### src/rtl/id_ex_pipeline_stage.sv
// id_ex_pipeline_stage
// ID/EX pipeline register with load-use hazard detection.
// Captures forwarded operands, immediate, control bundle and instruction for EX.
// A load in EX whose destination is read by the ID instruction causes a
// one-cycle stall plus a bubble. A taken-branch flush turns the ID slot into a
// bubble and takes priority over the hazard.
// Optional feature macro: ID_EX_STAT_EN adds saturating stall/flush counters.
module id_ex_pipeline_stage #(
    parameter int DATA_W  = 64,
    parameter int INSTR_W = 32,
    parameter int CTRL_W  = 8
) (
    input  logic               clk,
    input  logic               reset,
    input  logic               ID_valid,
    input  logic [INSTR_W-1:0] ID_instruction,
    input  logic               ID_Reg2Loc,
    input  logic [DATA_W-1:0]  Da_forwarded,
    input  logic [DATA_W-1:0]  Db_forwarded,
    input  logic [DATA_W-1:0]  ID_imm,
    input  logic [CTRL_W-1:0]  ID_ctrl,
    input  logic               flush,
    output logic               stall,
    output logic               EX_valid,
    output logic [INSTR_W-1:0] EX_instruction,
    output logic [DATA_W-1:0]  EX_Da,
    output logic [DATA_W-1:0]  EX_Db,
    output logic [DATA_W-1:0]  EX_imm,
    output logic [CTRL_W-1:0]  EX_ctrl
`ifdef ID_EX_STAT_EN
    ,
    output logic [31:0]        stall_count,
    output logic [31:0]        flush_count
`endif
);

    typedef enum logic [0:0] {
        ST_RUN    = 1'b0,
        ST_BUBBLE = 1'b1
    } state_t;

    state_t               state_q, state_d;
    logic                 ex_valid_q, ex_valid_d;
    logic [INSTR_W-1:0]   ex_instruction_q, ex_instruction_d;
    logic [DATA_W-1:0]    ex_da_q, ex_da_d;
    logic [DATA_W-1:0]    ex_db_q, ex_db_d;
    logic [DATA_W-1:0]    ex_imm_q, ex_imm_d;
    logic [CTRL_W-1:0]    ex_ctrl_q, ex_ctrl_d;

    logic [4:0]           ex_rd_s;
    logic [4:0]           id_rn_s;
    logic [4:0]           id_rb_s;
    logic                 hz_s;
    logic                 stall_s;

    // True when a valid load in EX writes a real register that ID reads.
    function automatic logic load_use(
        input logic       ex_valid,
        input logic       ex_mem_read,
        input logic       ex_reg_write,
        input logic [4:0] ex_rd,
        input logic       id_valid,
        input logic [4:0] id_rn,
        input logic [4:0] id_rb
    );
        load_use = ex_valid & ex_mem_read & ex_reg_write & (ex_rd != 5'd31)
                 & id_valid & ((ex_rd == id_rn) | (ex_rd == id_rb));
    endfunction

    // Hazard detection and stall request from registered EX fields and ID inputs.
    always_comb begin
        ex_rd_s = ex_instruction_q[4:0];
        id_rn_s = ID_instruction[9:5];
        if (ID_Reg2Loc) begin
            id_rb_s = ID_instruction[20:16];
        end else begin
            id_rb_s = ID_instruction[4:0];
        end
        hz_s    = load_use(ex_valid_q, ex_ctrl_q[1], ex_ctrl_q[0], ex_rd_s,
                           ID_valid, id_rn_s, id_rb_s);
        // The stall is only raised from RUN, so one load stalls at most once.
        stall_s = ~reset & (state_q == ST_RUN) & ~flush & hz_s;
    end

    // Next-state and next EX contents: flush > hazard > normal capture.
    always_comb begin
        state_d          = ST_RUN;
        ex_valid_d       = 1'b0;
        ex_instruction_d = {INSTR_W{1'b0}};
        ex_da_d          = {DATA_W{1'b0}};
        ex_db_d          = {DATA_W{1'b0}};
        ex_imm_d         = {DATA_W{1'b0}};
        ex_ctrl_d        = {CTRL_W{1'b0}};
        case (state_q)
            ST_RUN, ST_BUBBLE: begin
                if (flush) begin
                    state_d = ST_RUN;
                end else if ((state_q == ST_RUN) && hz_s) begin
                    state_d = ST_BUBBLE;
                end else begin
                    // In BUBBLE the stalled instruction is re-captured; its
                    // load has reached MA so forwarding now supplies the data.
                    state_d          = ST_RUN;
                    ex_valid_d       = ID_valid;
                    ex_instruction_d = ID_instruction;
                    ex_da_d          = Da_forwarded;
                    ex_db_d          = Db_forwarded;
                    ex_imm_d         = ID_imm;
                    if (ID_valid) begin
                        ex_ctrl_d = ID_ctrl;
                    end else begin
                        ex_ctrl_d = {CTRL_W{1'b0}};
                    end
                end
            end
            default: begin
                state_d = ST_RUN;
            end
        endcase
    end

    // FSM state and EX register bank.
    always_ff @(posedge clk) begin
        if (reset) begin
            state_q          <= ST_RUN;
            ex_valid_q       <= 1'b0;
            ex_instruction_q <= {INSTR_W{1'b0}};
            ex_da_q          <= {DATA_W{1'b0}};
            ex_db_q          <= {DATA_W{1'b0}};
            ex_imm_q         <= {DATA_W{1'b0}};
            ex_ctrl_q        <= {CTRL_W{1'b0}};
        end else begin
            state_q          <= state_d;
            ex_valid_q       <= ex_valid_d;
            ex_instruction_q <= ex_instruction_d;
            ex_da_q          <= ex_da_d;
            ex_db_q          <= ex_db_d;
            ex_imm_q         <= ex_imm_d;
            ex_ctrl_q        <= ex_ctrl_d;
        end
    end

    assign stall          = stall_s;
    assign EX_valid       = ex_valid_q;
    assign EX_instruction = ex_instruction_q;
    assign EX_Da          = ex_da_q;
    assign EX_Db          = ex_db_q;
    assign EX_imm         = ex_imm_q;
    assign EX_ctrl        = ex_ctrl_q;

`ifdef ID_EX_STAT_EN
    logic [31:0] stall_count_q, stall_count_d;
    logic [31:0] flush_count_q, flush_count_d;

    // Saturating event counters for stall and flush cycles.
    always_comb begin
        stall_count_d = stall_count_q;
        flush_count_d = flush_count_q;
        if (stall_s && (stall_count_q != 32'hFFFF_FFFF)) begin
            stall_count_d = stall_count_q + 32'd1;
        end else begin
            stall_count_d = stall_count_q;
        end
        if (flush && (flush_count_q != 32'hFFFF_FFFF)) begin
            flush_count_d = flush_count_q + 32'd1;
        end else begin
            flush_count_d = flush_count_q;
        end
    end

    // Counter registers, cleared by reset.
    always_ff @(posedge clk) begin
        if (reset) begin
            stall_count_q <= 32'd0;
            flush_count_q <= 32'd0;
        end else begin
            stall_count_q <= stall_count_d;
            flush_count_q <= flush_count_d;
        end
    end

    assign stall_count = stall_count_q;
    assign flush_count = flush_count_q;
`endif

endmodule

### config.mk
export PLATFORM = sky130hd
export DESIGN_NAME = id_ex_pipeline_stage
export DESIGN_NICKNAME = d
export VERILOG_FILES = /design/src/rtl/id_ex_pipeline_stage.sv
export SDC_FILE = /design/constraint.sdc
export NUM_CORES = 1
export LEC_CHECK = 0
export ABC_AREA = 1
export CORE_AREA = 2 2 182 184
export CTS_CLUSTER_SIZE = 8
export DETAILED_ROUTE_END_ITERATION = 10
export DIE_AREA = 0 0 184 186
export REMOVE_ABC_BUFFERS = 1
export SYNTH_ARGS = -nofsm -noshare
export SYNTH_HDL_FRONTEND = slang
export SYNTH_SLANG_ARGS = --single-unit
export TNS_END_PERCENT = 10
### constraint.sdc
create_clock -name clk -period 2.4 [get_ports clk]
set_input_delay 0.72 -clock clk [delete_from_list [all_inputs] [get_ports clk]]
set_output_delay 0.72 -clock clk [all_outputs]
set_load 0.02 [all_outputs]
==> results.md <==
* Clk Latency, worst-skew pair at 0.49 ns
* Critical Path RT at 1.68 ns
* Die width at between 150 and 200 um
* Pins Over Slew Limit at 0
* Dpl hpwl at 18,600 um
* Setup CP Type: input pin to primary output
* CTS Buf Count at 35
* Synth unique cells at 16
* Post-Syn Instances at 788
* Share of the synthesized area in the top cell type at 67.4%
* Largest family of logic cells by synthesized area: buffers and inverters
* WL/cell at 14.0 um
* # nets final at 1,580
* Pin count of the biggest net entering global routing at 33
* CTS root buf: clkbuf_16
* Fin Clk Skew at roughly 0.013 ns
* # port buffers at 470
* Simple-gate portion of the synthesized area at 15.6%
* #FFs+latches synth at ~230
* Clk sinks at 234
* Register area share after synthesis at 67.4%
* Final setup vio count at 2
* Routed Antenna Nets at 0
* Initial antenna violation count at 2
* Synth area leader: dfxtp_1
* Compound-Gate Fraction of Synth Area at 0.234%
* Worst-margin pin slew at slightly below 0.3 ns
* Remaining Overflow, GRT at 0
* Die height at 186 um
* Worst Path Arrival at between 1.5 and 2 ns
* Area delta synth->final at 94.3%
* Slowest cell on the critical path: buf_4
* Share of cells above drive strength 1 at a little over a tenth
* Vias/cell at 3.67
* Residual DRC at 0
* WL final at 24,500 um
* First-pass DRT Iterations at 4
* Max cap viols at 0
* Violated checks: negative setup slack
* Setup crit start kind: input pin
* CP Cell Sequence: buf_8 > buf_8 > clkinv_8 > nand2_2 > nand3_1 > nand2_1 > inv_1 > nand2_1 > o21ai_2 > nand2_2 > nor3_2 > buf_4
* Max clock buf depth at 3
* Routability cong. at just over 0.8
* Synth area leaders: dfxtp_1 (67%), inv_1 (13%), nor2_1 (13%)
* H-tree levels at 2
* Overall Global Routing Usage at 13.5%
* Rows at 66
* Mux cell area share after synthesis at 0%
* Critical path peak fanout at 8
* F_max at 390 MHz
* Fin worst setup slack at -0.162 ns
* Crit path capture type: primary output
* Hold Crit Class: input pin to flop
* Slew HR at 80.6%
* Post-Synth Adder-Cell Area at 0%
* Core box area at 32,200 um2
* Outcome: finished with violations
* P per Cell Area at about 710 nW/um2
* Worst path max stage delay at 0.17 ns
* RSZ-0062 raised after global routing: yes
* Synth warn at 0
* Xor and xnor area share after synthesis at less than 1%
* Avg Synthesized Cell Area at a little under 9 um2
* Fin crit share at 107%
* DRT iter0 DRCs at 163
* Minimum clock period at 2.56 ns
* Fillers at between 3,000 and 4,000
* Vias in the first global route at 6,684
* Io pins at roughly 470
* Hold violation count in the final report at 0
* CTS tree: built
* Total Neg Setup Slack at -0.182 ns
* Die ar. at between 30,000 and 40,000 um2
* Hold WS at 0.579 ns
* Synthesized area at 6960 um2
* Clk slew on worst S/H paths at 0.05 ns
* Cell leakage power at 6.40 nW
* Initial Util at 21.6%
* First-pass GRT wire length at 35,300 um
* Detailed-route via count at 6,440
* Max VDD drop at around 0.45 mV
-- state kept, by name, summed over array words and instances, names as in the netlist --
signal	flops
EX_instruction	32
EX_Da	64
EX_imm	64
EX_ctrl	8
EX_valid	1
EX_Db	64
state_q	1
-- worst paths after layout --
check	from	to	slack, ns	cells past startpoint
setup / recovery	ID_Reg2Loc	stall	-0.16	12
hold / removal	ID_instruction[2]	EX_instruction[2]	0.58	3
setup reg to reg	EX_instruction[4]	EX_Db[43]	0.49	9
hold reg to reg	EX_ctrl[1]	state_q	0.75	5
-- where the power goes --
part           switching (W)  leakage [nW]  internal [W]
clock                0.00162         0.448       0.00260
combinational       0.000550          4.03      0.000729
sequential         0.0000431          1.92       0.00405
-- cells in the mapped netlist, drive strengths merged --
cell type and count:
dfxtp 234, buf 25, a31oi 1, xnor2 3
nor2 234, inv 240, a21oi 1, nor3 3
nand4 1, o21ai 1, nand2 34, nand3 11
-- layout by cell type (no fill, tap or decap), types with 3 or more instances in the layout --
| cell | instances |
|---|---|
| clkdlybuf4s15_1 | 3 |
| buf_12 | 4 |
| nand2_1 | 23 |
| xnor2_1 | 3 |
| dlygate4sd2_1 | 10 |
| clkdlybuf4s50_1 | 451 |
| inv_1 | 232 |
| buf_4 | 70 |
| dfxtp_1 | 233 |
| clkbuf_16 | 35 |
| inv_2 | 7 |
| nor2_1 | 232 |
| nand2_2 | 8 |
| nand3_1 | 10 |
-- repair_timing --
item | CTS | global route
cloned | 1 | 0
resized for setup | 51 | 23
hold buffers | 0 | 0
pin swaps | 10 | 8
setup buffers | 32 | 0
setup endpoints to repair | 1 | 5
-- cells by family after synthesis --
group           after synthesis
compound gates                3
xor+xnor                      3
buf+inv                     265
flops                       234
simple gates                283
-- stage by stage --
| stage | area [um2] | instances | setup slack, ns | total power (W) | utilization, % |
|---|---|---|---|---|---|
| final | 13500 | 1755 | -0.162 | 0.00958 | 42.0 |
| after global routing | 13500 | 1755 | -0.230 | 0.00998 | 42.0 |
| after CTS | 13500 | 1753 | -0.204 | 0.00973 | 41.8 |
| after detailed placement | 12300 | 1681 | -1.10 | 0.00540 | 38.2 |
| after global placement | 12300 | 1681 | -1.11 | 0.00539 | 38.2 |
| after floorplan | 6720 | 763 | -1.06 | 0.00458 | - |
-- worst max-delay path, delay by kind of cell --
family | cells | cell delay, ns
simple gates | 6 | 0.43
compound gates | 1 | 0.16
buf+inv | 5 | 0.52
-- area by class of cell --
type                            count  area (um2)  area share (%)
Clock buffer                       37         893            6.61
Antenna cell                        2        5.00          0.0370
Timing Repair Buffer              543        5290            39.1
Inverter                          240         913            6.76
Tap cell                          408         510            3.78
Multi-Input combinational cell    289        1200            8.91
Clock inverter                      2        13.8           0.102
Sequential cell                   234        4690            34.7
-- per-layer routing --
| layer | vias up | track usage (%) | share of wire (%) |
|---|---|---|---|
| met5 | - | 0 | 0 |
| li1 | 3248 | - | - |
| met1 | 2808 | 13.5 | 36 |
| met2 | 323 | 24.5 | 50 |
| met3 | 61 | 5.95 | 10 |
| met4 | 0 | 5.70 | 3.2 |
Note: power is estimated with default switching activity, not from simulation.
